## config.mk

```make
export PLATFORM = sky130hd
export DESIGN_NAME = display_scan_controller
export DESIGN_NICKNAME = d
export VERILOG_FILES = /design/src/rtl/display_pkg.sv /design/src/rtl/display_scan_controller_scan_timer.sv /design/src/rtl/display_scan_controller.sv
export SDC_FILE = /design/constraint.sdc
export NUM_CORES = 1
export LEC_CHECK = 0
export ABC_AREA = 1
export ABC_CLOCK_PERIOD_IN_PS = 5700
export CAP_MARGIN = 20
export CORE_UTILIZATION = 40
export CTS_BUF_LIST = sky130_fd_sc_hd__clkbuf_8
export CTS_CLUSTER_DIAMETER = 100
export DETAILED_ROUTE_END_ITERATION = 10
export GPL_ROUTABILITY_DRIVEN = 0
export GPL_TIMING_DRIVEN = 0
export PLACE_DENSITY = 0.66
export SETUP_SLACK_MARGIN = 0.15
export SLEW_MARGIN = 20
export SYNTH_ARGS = -nofsm -noshare
export SYNTH_HDL_FRONTEND = slang
export SYNTH_SLANG_ARGS = --single-unit
export TNS_END_PERCENT = 50
```

## constraint.sdc

```tcl
create_clock -name clk -period 5.7 [get_ports clk]
set_input_delay 1.71 -clock clk [delete_from_list [all_inputs] [get_ports clk]]
set_output_delay 1.71 -clock clk [all_outputs]
set_load 0.05 [all_outputs]
```

## src/rtl/display_pkg.sv

```systemverilog
// Shared constants for the display scan controller: decoder state codes,
// the blank-digit value and the controller FSM encoding.
package display_pkg;

    localparam logic [3:0] ST_NONE     = 4'b0000;
    localparam logic [3:0] ST_TOTAL    = 4'b0110;
    localparam logic [3:0] ST_PARTIAL  = 4'b1101;
    localparam logic [3:0] ST_FAIL     = 4'b1110;
    localparam logic [3:0] BLANK_DIGIT = 4'hF;

    // SCAN   | plain digit multiplexing, status requests accepted
    // STATUS | message held for HOLD_CYCLES, scan keeps running underneath
    typedef enum logic {
        SCAN   = 1'b0,
        STATUS = 1'b1
    } ctrl_state_e;

    function automatic logic is_legal_code(input logic [3:0] code);
        return (code == ST_TOTAL) || (code == ST_PARTIAL) || (code == ST_FAIL);
    endfunction

endpackage

```

## src/rtl/display_scan_controller_scan_timer.sv

```systemverilog
// Refresh divider and digit index counter; frame_start_o marks the first
// cycle of each scan frame (index 0, refresh count 0).
module scan_timer #(
    parameter int NUM_DIGITS  = 4,
    parameter int REFRESH_DIV = 50000
) (
    input  logic                                         clk,
    input  logic                                         reset,
    input  logic                                         clear_i,
    output logic [(NUM_DIGITS > 1 ? $clog2(NUM_DIGITS) : 1)-1:0] digit_idx_o,
    output logic                                         frame_start_o
);

    localparam int REF_W = (REFRESH_DIV > 1) ? $clog2(REFRESH_DIV) : 1;
    localparam int IDX_W = (NUM_DIGITS > 1) ? $clog2(NUM_DIGITS) : 1;
    localparam logic [REF_W-1:0] REF_MAX = REF_W'(REFRESH_DIV - 1);
    localparam logic [IDX_W-1:0] IDX_MAX = IDX_W'(NUM_DIGITS - 1);

    logic [REF_W-1:0] refresh_q, refresh_d;
    logic [IDX_W-1:0] idx_q, idx_d;

    always_comb begin
        refresh_d = refresh_q + 1'b1;
        idx_d     = idx_q;
        if (refresh_q == REF_MAX) begin
            refresh_d = '0;
            idx_d     = (idx_q == IDX_MAX) ? '0 : idx_q + 1'b1;
        end
        if (clear_i) begin
            refresh_d = '0;
            idx_d     = '0;
        end
    end

    always_ff @(posedge clk) begin
        if (reset) begin
            refresh_q <= '0;
            idx_q     <= '0;
        end else begin
            refresh_q <= refresh_d;
            idx_q     <= idx_d;
        end
    end

    assign digit_idx_o   = idx_q;
    assign frame_start_o = (refresh_q == '0) && (idx_q == '0);

endmodule

```

## src/rtl/display_scan_controller.sv

```systemverilog
// Multiplexes BCD digits onto one shared 7-seg decoder and overlays timed
// status messages (failure message blinks) on top of the running scan.
module display_scan_controller
    import display_pkg::*;
#(
    parameter int NUM_DIGITS  = 4,
    parameter int REFRESH_DIV = 50000,
    parameter int HOLD_CYCLES = 100000000,
    parameter int BLINK_DIV   = 12500000
) (
    input  logic                    clk,
    input  logic                    reset,
    input  logic [4*NUM_DIGITS-1:0] digits_in,
    input  logic [NUM_DIGITS-1:0]   digit_en,
    input  logic                    status_valid,
    input  logic [3:0]              status_code,
    output logic                    status_ready,
    output logic                    status_active,
    output logic [3:0]              dec_entrada,
    output logic [3:0]              dec_estado,
    output logic [NUM_DIGITS-1:0]   anode
);

    localparam int IDX_W   = (NUM_DIGITS > 1) ? $clog2(NUM_DIGITS) : 1;
    localparam int HOLD_W  = (HOLD_CYCLES > 1) ? $clog2(HOLD_CYCLES) : 1;
    localparam int BLINK_W = (BLINK_DIV > 1) ? $clog2(BLINK_DIV) : 1;
    localparam logic [HOLD_W-1:0]  HOLD_MAX  = HOLD_W'(HOLD_CYCLES - 1);
    localparam logic [BLINK_W-1:0] BLINK_MAX = BLINK_W'(BLINK_DIV - 1);

    ctrl_state_e             state_q, state_d;
    logic [HOLD_W-1:0]       hold_q, hold_d;
    logic [BLINK_W-1:0]      blink_cnt_q, blink_cnt_d;
    logic                    blink_ph_q, blink_ph_d;
    logic [3:0]              code_q, code_d;
    logic [4*NUM_DIGITS-1:0] snap_digits_q, eff_digits;
    logic [NUM_DIGITS-1:0]   snap_en_q, eff_en;
    logic [NUM_DIGITS-1:0]   anode_d;
    logic [3:0]              entrada_d, estado_d;
    logic [IDX_W-1:0]        digit_idx;
    logic                    frame_start, accept, hold_done, timer_clear;

    // Ready is only ever high in SCAN, so no separate state qualifier is needed.
    assign accept      = status_valid && status_ready && is_legal_code(status_code);
    assign hold_done   = (state_q == STATUS) && (hold_q == HOLD_MAX);
    assign timer_clear = accept || hold_done;

    scan_timer #(
        .NUM_DIGITS  (NUM_DIGITS),
        .REFRESH_DIV (REFRESH_DIV)
    ) u_scan_timer (
        .clk           (clk),
        .reset         (reset),
        .clear_i       (timer_clear),
        .digit_idx_o   (digit_idx),
        .frame_start_o (frame_start)
    );

    always_comb begin
        state_d     = state_q;
        hold_d      = hold_q;
        blink_cnt_d = blink_cnt_q;
        blink_ph_d  = blink_ph_q;
        code_d      = code_q;
        case (state_q)
            SCAN: begin
                if (accept) begin
                    state_d     = STATUS;
                    hold_d      = '0;
                    blink_cnt_d = '0;
                    blink_ph_d  = 1'b0;
                    code_d      = status_code;
                end
            end
            STATUS: begin
                if (hold_done) begin
                    state_d = SCAN;
                end else begin
                    hold_d      = hold_q + 1'b1;
                    blink_cnt_d = (blink_cnt_q == BLINK_MAX) ? '0 : blink_cnt_q + 1'b1;
                    blink_ph_d  = blink_ph_q ^ (blink_cnt_q == BLINK_MAX);
                end
            end
            default: state_d = SCAN;
        endcase
    end

    // The frame's first slot uses live inputs, which are captured for the rest of the frame.
    always_comb begin
        eff_digits = frame_start ? digits_in : snap_digits_q;
        eff_en     = frame_start ? digit_en : snap_en_q;
        anode_d    = '1;
        entrada_d  = BLANK_DIGIT;
        if (eff_en[digit_idx]) begin
            anode_d[digit_idx] = 1'b0;
            entrada_d          = eff_digits[4*digit_idx +: 4];
        end
        if ((state_d == STATUS) && (code_d == ST_FAIL) && blink_ph_d) begin
            anode_d = '1;
        end
        estado_d = (state_d == STATUS) ? code_d : ST_NONE;
    end

    always_ff @(posedge clk) begin
        if (reset) begin
            state_q       <= SCAN;
            hold_q        <= '0;
            blink_cnt_q   <= '0;
            blink_ph_q    <= 1'b0;
            code_q        <= ST_NONE;
            snap_digits_q <= '0;
            snap_en_q     <= '0;
            anode         <= '1;
            dec_entrada   <= 4'h0;
            dec_estado    <= ST_NONE;
            status_active <= 1'b0;
            status_ready  <= 1'b0;
        end else begin
            state_q       <= state_d;
            hold_q        <= hold_d;
            blink_cnt_q   <= blink_cnt_d;
            blink_ph_q    <= blink_ph_d;
            code_q        <= code_d;
            snap_digits_q <= eff_digits;
            snap_en_q     <= eff_en;
            anode         <= anode_d;
            dec_entrada   <= entrada_d;
            dec_estado    <= estado_d;
            status_active <= (state_d == STATUS);
            status_ready  <= (state_d == SCAN);
        end
    end

endmodule
```

# == Word-level counts from Yosys, hierarchy flattened ==
# Cells that the tools add are included.
# op_classes
addsub,4
magnitude_cmp,2
n_eq_ne,10
shift,1
muxes,23
bitwise,5
n_reduce_logical,17
# op_table
op,n
24-bit 2-to-1 mux,3
27-bit 2-to-1 mux,2
27-bit case mux with 2 select lines,1
24-bit case mux with 2 select lines,1
27-bit by 1-bit adder with 27-bit output (second input constant),1
27-bit equality test (second input constant),1
24-bit by 1-bit adder with 24-bit output (second input constant),1
24-bit equality test (second input constant),1
16-bit by 1-bit adder with 16-bit output (second input constant),1
16-bit equality test (second input constant),1
16-bit zero test,1
16-bit 2-to-1 mux,1
4-bit 2-to-1 mux,4
16-bit by 5-bit variable part select with 4-bit output,1
4-bit equality test (second input constant),3
1-bit logical AND,7
1-bit 2-to-1 mux,6
3-bit OR reduction,2
4-bit by 3-bit equality test with 1-bit output (second input constant),1
2-bit != test (second input constant),2
4-bit NOT,1
1-bit case mux with 2 select lines,2
2-bit OR reduction,2
1-bit logical OR,3
other kinds (11),13
# totals
register_bits,108
input_bits,27
output_inout_bits,14
elab_cells,75

# == Depth between registers and ports, before layout ==
# Gate-level depths: netlist (run 1).
# logic_depth
depth_word,10
mapped_depth,14
mapped_depth_nobuf,12

# == Hierarchy ==
# A second synthesis (run 1) with hierarchy kept.
# hier_totals
cells_unflattened,919
hier_area_um2,5929.4
# modules_own_cells
mod,instances,cells_per_inst,area_each_um2,seq_area_each_um2
display_scan_controller,1,772,4892.2,1801.7
scan_timer,1,147,1037.2,360.3

# == Least setup slack after synthesis (run 1) ==
# No wires, ideal clock.
# synth_path
path_type,input -> register
startpoint,input port status_valid
endpoint,register blink_cnt_q[12]
setup_ns,0.122
t_arrival_ns,2.775
required_ns,5.578
slack_ns,2.804
stages,10
n_path_buf,1
path_cell_list,nand2_1 -> nor2_1 -> nand3_2 -> nand2_2 -> inv_1 -> nand2_4 -> inv_2 -> buf_4 -> nand2_1 -> o21ai_0
# synth_between
elab_chain_cells,4
# synth_lines
element,line,source
from (decl),display_scan_controller.sv:15,"input logic status_valid,"
1-bit logical AND (2 in a row),display_scan_controller.sv:43,assign accept = status_valid && status_ready && is_legal_code(status_code);
2-bit != test (no source line),n/a,
2-bit AND reduction (no source line),n/a,
to (signal assigned),display_scan_controller.sv:120,blink_cnt_q <= blink_cnt_d;
to (decl),display_scan_controller.sv:32,"logic [BLINK_W-1:0] blink_cnt_q, blink_cnt_d;"
# Every way passes these cells.
# A chain may end at the register's enable or synchronous reset.

==> flow_metrics.py, run 1 <==
metrics = {
    "global_route": {
        "met2_usage": 0.329,
        "grt_util_met1": 0.235,
        "grt_pass1_vias": 4799,
        "grt_use_met3": 0.0423,
        "antenna_found_initial": 0,
        "grt_pass1_wl_um": 22200,
        "grt-busiest-layer": "met2",
        "grt_max_degree": 21,
        "grt_use_total": 0.190,
        "overflow": 0,
    },
    "routing": {
        "drtIter0Drc": 280,
        "wl_um": 13000,
        "ant_nets": 0,
        "detail_route.wl_per_cell_um": 12.3,
        "routed-via-count": 5167,
        "via_per_inst": 4.89,
        "drtPass1Iterations": 5,
        "drc_errors": 0,
    },
    "worst_setup_path": {
        "cp_data_arrival_time_ns": 1.77,
        "r2r_start": "u_scan_timer.digit_idx_o[0]",
        "slowest_stage": "clkdlybuf4s50_1",
        "critPathMaxStageDelay_ns": 0.86,
        "crit_start": "state_q",
        "path_class": "flip-flop to output port",
        "critPathBufInv": 1,
        "crit_path_end_kind": "output port",
        "crit_path_start_kind": "flip-flop",
        "crit_family": "buffers and inverters",
        "crit_path_max_fanout": 4,
        "worstPathRequired_ns": 3.99,
        "crit_chain": "clkdlybuf4s50_1",
    },
    "clocking": {
        "cts_buffers": 9,
        "cts_max_level": 3,
        "clock-sinks": 108,
        "cts_resized": 0,
        "cts_root_buf": "clkbuf_8",
        "clk_pin_slew_ns": 0.11,
        "post_cts_buffers": 0,
        "cts_tree": "done",
        "insertion_delay_ns": 0.40,
        "cts_buffer_depth": 2,
        "hold_buffers": 0,
    },
    "timing": {
        "finalClockSkew_ns": 0.0169,
        "fin_setup_tns_ns": 0,
        "fmax_mhz": 287,
        "rsz0062_at_grt": "false",
        "layout_worst_path_cycle_share": 0.611,
        "relSlewSlack": 0.547,
        "finalCriticalPeriod_ns": 3.48,
        "worst_pin_slew_ns": 0.674,
        "slew_viol_final": 0,
        "hold_viol_final": 0,
        "setup_viol": 0,
    },
    "placed_design": {
        "dp_cells": 1041,
        "io_buffers": 40,
        "hpwl_um": 9830,
    },
    "logic_synthesis": {
        "avgSynthCellArea_um2": 6.89,
        "synth_seq_cells": 108,
        "synthArstFlopShare": 0,
        "yosysSeqAreaShare": 0.382,
        "yosysUniqueCellTypes": 40,
        "synthTopCellsByCount": "nand2_1 (201), dfxtp_1 (108), inv_1 (96), nor2_1 (96), nand3_1 (76)",
        "synth_most_common_cell": "nand2_1",
        "synth_ff_type": "dfxtp_1",
        "synth.top_cell.area_share": 0.382,
        "synth_enable_flop_cells": 0,
        "yosysWarnings": 0,
        "synth_cells": 821,
        "ys_top_cells_by_area": "dfxtp_1 (38%), nand2_1 (13%), nand3_1 (6.7%)",
        "synth.cell_area_um2": 5650,
        "synth_fp_nets": 856,
        "synth_top_area_cell": "dfxtp_1",
    },
    "floorplanning": {
        "rows": 43,
        "io_pins": 41,
        "coreArea_um2": 13800,
        "die_h_um": 121,
        "dieArea_um2": 14600,
        "die_x_um": 121,
        "start_util": 0.409,
    },
    "cells_and_area": {
        "area_growth_syn_to_layout_pct": 14.9,
        "multi_input_area_um2": 2990,
        "register_area_um2": 2160,
        "fin_cells": 1057,
        "post-route-util": 0.470,
        "n_fill_cell": 1398,
        "drive_above_1_share": 0.0798,
        "nets": 907,
        "num_antenna_cells": 0,
    },
    "flow_run": {
        "cap_violations": 0,
    },
    "pwr": {
        "vdd_drop_max_mv": 0.187,
        "power_density_nw_per_um2": 228,
        "p_leak_uw": 0.00250,
    },
    "worst_hold_path": {
        "worstHoldStart": "snap_en_q[2]",
        "hp-class": "flip-flop to flip-flop",
    },
    "run_status": {
        "status": "completed",
    },
}
==> tightest hold or removal path: cells and delay by family (launching register included) <==
family	cells	cell delay (ns)
flip-flops	1	0.31
AO/OA/AOI/OAI	1	0.06
AND/OR/NAND/NOR	1	0.07
==> flip-flops by register name, indices dropped and copies added, names as in the netlist <==
| name | count |
|---|---|
| snap_en_q | 4 |
| anode | 4 |
| blink_cnt_q | 24 |
| dec_entrada | 4 |
| u_scan_timer.digit_idx_o | 2 |
| snap_digits_q | 16 |
| u_scan_timer.refresh_q | 16 |
| state_q | 1 |
| blink_ph_q | 1 |
| hold_q | 27 |
| code_q | 4 |
| status_ready | 1 |
| dec_estado | 4 |
==> kinds of logic (layout without fill, tap and decap cells) <==
group	count (synthesis)	after routing	share of synthesized area
AO/OA/AOI/OAI	82	82	0.0752
XOR/XNOR	17	17	0.0263
adder cells (fa/ha/maj)	8	8	0.0177
buffers and inverters	124	180	0.0887
flip-flops	108	108	0.382
AND/OR/NAND/NOR	482	482	0.410
==> power by group <==
group	internal [uW]	switching (uW)	total, uW
sequential	780	9.11	789
clock	215	295	509
combinational	67.3	115	182
==> final cells by class <==
class,count,area share
well taps,180,0.0347
flip-flops and latches,108,0.333
clock buffers,9,0.0191
repair buffers,40,0.0616
inverters,102,0.0593
multi-input cells,589,0.460
clock inverters,7,0.0143
plain buffers,22,0.0179
==> path summary, 6_finish.rpt <==
| check | endpoint | slack [ns] | depth (start not counted) |
|---|---|---|---|
| worst min register to register | snap_en_q[2] | 0.48 | 2 |
| worst min-delay path | snap_en_q[2] | 0.48 | 2 |
| worst max register to register | anode[2] | 3.10 | 13 |
| worst max-delay path | status_active | 2.22 | 1 |
==> cell usage in the layout (no fill, tap or decap), types with 5 or more instances in the layout <==
master           netlist  final
nand2_1              201    201
dfxtp_1              108    108
inv_1                 96     96
nor2_1                96     96
nand3_1               76     76
a21oi_1               40     40
clkdlybuf4s50_1        0     40
nand4_1               29     29
nor3_1                19     19
nand3b_1              18     18
o21ai_0               18     18
o21ai_1               15     15
clkbuf_1              11     11
nand3_2               10     10
xor2_1                10     10
clkbuf_8               0      9
ha_1                   8      8
xnor2_1                7      7
nand2_2                6      6
buf_2                  6      6
o22ai_1                6      6
nor2_2                 5      5
inv_2                  5      5
==> per-stage QoR <==
stage	total power [uW]	instance area (um2)	hold slack (ns)	setup slack, ns
detailed placement	989	6280	0.464	1.92
global route	1550	6500	0.497	2.17
finish	1480	6500	0.483	2.22
floorplan	930	5650	0.441	2.80
CTS	1500	6500	0.481	2.18
global placement	988	6280	0.458	1.93
==> routing by layer <==
layer / routed length (um) / part of all wire / vias to the layer above
li1: - / - / 2763
met1: 6260 / 0.48 / 2311
met2: 6110 / 0.47 / 80
met3: 451 / 0.035 / 13
met4: 197 / 0.015 / 0
met5: 0 / 0 / -
Note: power is estimated with default switching activity, not from simulation.
==> run 2: changes to the inputs <==
--- a/config.mk
+++ b/config.mk
@@ -6,7 +6,7 @@
 export NUM_CORES = 1
 export LEC_CHECK = 0
 export ABC_AREA = 1
-export ABC_CLOCK_PERIOD_IN_PS = 5700
+export ABC_CLOCK_PERIOD_IN_PS = 3400
 export CAP_MARGIN = 20
 export CORE_UTILIZATION = 40
 export CTS_BUF_LIST = sky130_fd_sc_hd__clkbuf_8
==> constraint.sdc (replaced) <==
create_clock -name clk -period 3.4 [get_ports clk]
set_input_delay 1.02 -clock clk [delete_from_list [all_inputs] [get_ports clk]]
set_output_delay 1.02 -clock clk [all_outputs]
set_load 0.05 [all_outputs]
==> results of run 2 <==
Same layout as run 1 (identical final DEF). Status: completed.
Among the figures that moved: setup slack after placement 1.92 ns -> 0.306 ns; setup slack after layout 2.22 ns -> 0.606 ns; register-to-register setup slack 3.10 ns -> 0.80 ns; total power 1480 uW -> 2480 uW; worst IR drop on VDD 0.187 mV -> 0.313 mV
==> variant 1, RTL diff (config.mk and constraints of run 2) <==
`REFRESH_DIV` is set to 50000 in 2 places; all go to 25000.
--- a/src/rtl/display_scan_controller_scan_timer.sv
+++ b/src/rtl/display_scan_controller_scan_timer.sv
@@ -4,3 +4,3 @@
     parameter int NUM_DIGITS  = 4,
-    parameter int REFRESH_DIV = 50000
+    parameter int REFRESH_DIV = 25000
 ) (
--- a/src/rtl/display_scan_controller.sv
+++ b/src/rtl/display_scan_controller.sv
@@ -6,3 +6,3 @@
     parameter int NUM_DIGITS  = 4,
-    parameter int REFRESH_DIV = 50000,
+    parameter int REFRESH_DIV = 25000,
     parameter int HOLD_CYCLES = 100000000,
Function: same outputs for any inputs over 10 cycles, from zero or initial values and one cycle with reset high; that may be too few to reach the edited logic, so the function may still have changed.
==> variant 1 against run 2 <==
Setup slack gained 0.20 ns. Clock skew fell by 0.0045 ns. Cell area down 0.65%. Synthesized area about the same. Largest power group unchanged. Wire length grew 2.3%. Count of clock-buffer cells in the layout increased by 2. Critical path type unchanged. Power decreased by 4.7%. Global-route usage is 0.10 points lower. Sequential cell count fell by 1.
==> variant 1: results (changes against run 2) <==
* Status: finished clean
* Worst Hold Endpoint: u_scan_timer.refresh_q[0]
* Routed WL at 13300 um (+2.3%)
* Cts bufs inserted at 9 (unchanged)
* Slew @ Worst Pin at 0.567 ns (-0.107 ns)
* Global-route wire length before repair at 21900 um (-1.3%)
* Worst flop-to-flop path endpoint: dec_entrada[1]
* Share of flip-flops with an asynchronous set or reset at 0 (unchanged)
* Initial DRC Count at 339 (+21%)
* Hold slack at 0.476 ns (-0.00692 ns)
* Top post-synthesis cells by count: nand2_1 (195), nor2_1 (111), dfxtp_1 (107), nand3_1 (103), inv_1 (81)
* Worst reg2reg setup slack at 1.04 ns (+0.24 ns)
* Number of vias per cell at 4.94 (+1.0%)
* Crit Path Max Fanout at 2 (-2)
* Worst hold start: u_scan_timer.refresh_q[0]
* Clock Tree Root: clkbuf_8
* Slew Limit Fails at 0 (unchanged)
* CP peak stage delay at 0.81 ns (-0.05 ns)
* Vias in the first global route at 4663 (-2.8%)
* Library cells used by synthesis at 39 (-2.5%)
* Synthesized Nets at 852 (-0.47%)
* Reg2Reg Depth at 12 (-1)
* Post-cts sizing count at 0 (unchanged)
* CP arrival at 1.58 ns (-0.19 ns)
* IO buf count at 39 (-2.5%)
* Worst Hold Class: flip-flop to flip-flop
* Detailed placement HPWL at 9820 um (-0.15%)
* Pin count of the biggest net entering global routing at 18 (-14%)
* Peak supply drop at 0.188 mV (-40%)
* Share of layout cells above drive strength 1 at 0.0940 (+0.0142)
* Post-CTS setup buffer count at 0 (unchanged)
* Filler cells at 1407 (+0.64%)
* Seq/Total Area, Yosys at 0.379 (-0.00320)
* Reg clk slew, reported paths at 0.10 ns
* P_leak at 2.40 nW (-4.1%)
* Slowest cell on the critical path: clkdlybuf4s50_1
* Cell count of the worst hold path at 1 (-1)
* Final Skew at 0.0124 ns (-0.00454 ns)
* Biggest regs: hold_q (27), blink_cnt_q (24), snap_digits_q (16)
* # nets final at 902 (-0.55%)
* GRT Total Usage at 0.189 (-0.00104)
* Synth top area cells: dfxtp_1 (38%), nand2_1 (13%), nand3_1 (9.1%)
[variant 1: cell count changes in the layout (fill, tap and decap cells not counted), sizes merged, moves of 6 or more]
cell	delta
buf	+6
nand4	-9
nand3b	-12
nor2	+19
xor2	+8
nand3	+20
nor3	-7
inv	-17
nand2	-7
[variant 1: how the worst max path moves through the flow]
stage                             from               to  slack, ns  cells past startpoint
final                          state_q    status_active       0.80                      1
after detailed placement  status_valid  blink_cnt_q[10]       0.49                     11
after CTS                      state_q    status_active       0.76                      1
after floorplan           status_valid  blink_cnt_q[22]       1.26                     10
after global placement    status_valid  blink_cnt_q[10]       0.48                     11
after global routing           state_q    status_active       0.73                      1
[variant 1: cells by family after synthesis]
kind of cell    share of synthesized area
buf+inv                            0.0824
simple gates                        0.397
fa+ha+maj                          0.0177
compound gates                     0.0862
xor+xnor                           0.0372
flops                               0.379
[variant 1: per-layer routing]
metal | GRT usage | part of all wire | vias to the layer above
li1 | - | - | 2732
met1 | 0.251 | 0.49 | 2332
met2 | 0.304 | 0.44 | 104
met3 | 0.0453 | 0.046 | 27
met4 | 0.0556 | 0.017 | 0
met5 | 0 | 0 | -
[variant 1: cell type report]
cell class	count	area share
well taps	180	0.0349
plain buffers	23	0.0209
clock inverters	5	0.00582
repair buffers	39	0.0605
inverters	88	0.0512
flip-flops and latches	107	0.332
clock buffers	11	0.0235
multi-input cells	599	0.471
[variant 1: through the flow]
stage	worst slack [ns]	util	power [W]	area (um^2)	std cells
floorplan	1.26	-	0.00153	5650	817
global placement	0.482	0.453	0.00162	6260	1036
detailed placement	0.485	0.453	0.00163	6260	1036
CTS	0.763	0.467	0.00239	6450	1052
global route	0.730	0.467	0.00248	6450	1052
finish	0.802	0.467	0.00236	6450	1052
[variant 1: power by group]
part	leakage [nW]	switching [W]	internal (W)
clock	0.0915	0.000460	0.000308
sequential	0.869	0.0000124	0.00129
combinational	1.44	0.000187	0.000106
==> variant 2, RTL diff (config.mk and constraints of run 2) <==
Made on the original files. Remove the register `status_active`: a continuous assignment takes its place, so the output `status_active` follows one clock earlier.
--- a/src/rtl/display_scan_controller.sv
+++ b/src/rtl/display_scan_controller.sv
@@ -114,3 +114,2 @@
             dec_estado    <= ST_NONE;
-            status_active <= 1'b0;
             status_ready  <= 1'b0;
@@ -127,3 +126,2 @@
             dec_estado    <= estado_d;
-            status_active <= (state_d == STATUS);
             status_ready  <= (state_d == SCAN);
@@ -132,2 +130,4 @@
 
+    assign status_active = (state_d == STATUS);
+
 endmodule
Formal check against the unedited RTL: not equivalent (a bounded check fails within 4 cycles, from zero or initial values and one cycle with reset high).
==> variant 2 against run 2 <==
Setup slack worse by 0.43 ns. Utilization is 1.3 points higher. Count of clock-buffer cells in the layout is 2 higher. Critical path depth is 6 higher. Synthesized area is 1.2% lower. Synthesized cell count is 1.6% higher. Cell count is 1.2% higher. Clock power is 0.6% lower. Worst hold slack worse by 0.0042 ns. Highest routed layer unchanged. Wire length is 3.5% higher. Largest power group unchanged. Sequential cell count stayed put. Power is 0.36% higher. Critical endpoint unchanged. Cell area is 0.12% lower.
==> variant 2: results (changes against run 2) <==
* Global-route wire length before repair at 22300 um (+0.53%)
* Pre-CTS setup slack at -1.16 ns (-1.47 ns)
* Top post-synthesis cells by count: nand2_1 (220), nor2_1 (121), dfxtp_1 (108), inv_1 (92), nand3_1 (79)
* P_leak at 2.52 nW (+0.80%)
* Pin count of the biggest net entering global routing at 18 (-14%)
* # H-tree levels at 3 (unchanged)
* Top-area cell type share of the netlist area at 0.387 (+0.00471)
* Synth Area per Inst at 6.70 um^2 (-2.8%)
* Routed WL at 13500 um (+3.5%)
* Synth top area cells: dfxtp_1 (39%), nand2_1 (15%), nor2_1 (8.1%)
* Crit. Startpoint: status_valid
* Initial DRC Count at 420 (+50%)
* Met2 Use GR at 0.298 (-0.0308)
* Seq/Total Area, Yosys at 0.387 (+0.00471)
* Share of layout cells above drive strength 1 at 0.0738 (-0.00599)
* Met3 WL at 615 um (+36%)
* Met1 Use GR at 0.271 (+0.0359)
* Worst relative slew slack at 0.621 (+0.0744)
* Dpl cell area at 6200 um^2 (-1.3%)
* Met2 WL at 5880 um (-3.8%)
* # nets final at 924 (+1.9%)
* DRT met1 WL at 6820 um (+9.0%)
* Peak supply drop at 0.194 mV (-38%)
* Final Skew at 0.0109 ns (-0.00597 ns)
* Status: finished clean
* GRT Total Usage at 0.195 (+0.00439)
* Crit Path Max Fanout at 2 (-2)
* Via count at 5249 (+1.6%)
* IO buf count at 39 (-2.5%)
* Vias in the first global route at 4665 (-2.8%)
* Detailed placement HPWL at 9810 um (-0.29%)
* Post-placement cell count at 1049 (+0.77%)
* Biggest regs: hold_q (27), blink_cnt_q (24)
* Initial antenna violation count at 0 (unchanged)
* Power Internal at 0.00181 W (+1.7%)
* Synthesized Nets at 869 (+1.5%)
* CP arrival at 2.20 ns (+0.43 ns)
* First-pass DRT Iterations at 7 (+2)
* Library cells used by synthesis at 39 (-2.5%)
* Worst hold start: hold_q[1]
* Met3 usage at 0.0418 (-0.000468)
* Filler cells at 1435 (+2.6%)
* Drt wl/cell at 12.6 um (+2.3%)
## variant 2: cell types whose count changed in the layout (fill, tap and decap cells not counted), moves of 6 or more
cell	change
o21ai_0	+11
nand3_2	-9
o21ai_1	-13
nand4_1	-6
nand2_1	+18
nor2_1	+24
## variant 2: kinds of logic after synthesis
kind of cell	Yosys count	synth area share
AND/OR/NAND/NOR	500	0.397
buffers and inverters	117	0.0849
flip-flops	108	0.387
AO/OA/AOI/OAI	82	0.0838
XOR/XNOR	19	0.0298
adder cells (fa/ha/maj)	8	0.0179
## variant 2: layout make-up
class / count / area (um^2) / area share
plain buffers: 22 / 123 / 0.0189
inverters: 95 / 359 / 0.0553
clock buffers: 11 / 151 / 0.0233
repair buffers: 44 / 437 / 0.0673
well taps: 176 / 220 / 0.0339
clock inverters: 5 / 60.1 / 0.00926
multi-input cells: 609 / 2980 / 0.459
flip-flops and latches: 108 / 2160 / 0.333
## variant 2: worst max-delay path: stages
cell and delay [ns]:
clkdlybuf4s50_1 0.48, nand3_2 0.11, nor2_4 0.16, nand3_4 0.12
nand2_4 0.09, buf_8 0.10, buf_8 0.13
## variant 2: power groups by stage
stage	Clock, W	Combinational, W	Sequential [W]
after floorplan	0	0.000185	0.00138
after global placement	0	0.000310	0.00135
after detailed placement	0	0.000312	0.00135
after CTS	0.000864	0.000322	0.00132
after global routing	0.000912	0.000361	0.00133
final	0.000849	0.000321	0.00132
## variant 2: final timing paths
check / to / slack, ns / cells past startpoint
setup / recovery: status_active / 0.18 / 7
setup reg to reg: dec_entrada[1] / 0.79 / 13
hold / removal: hold_q[1] / 0.48 / 2
hold reg to reg: hold_q[1] / 0.48 / 2
## variant 2: what timing repair did
action,CTS,global route
resized for setup,16,3
cloned,0,0
endpoints found under the setup margin,1,1
setup buffers,4,1
hold endpoints to repair,0,0
pin swaps,3,2
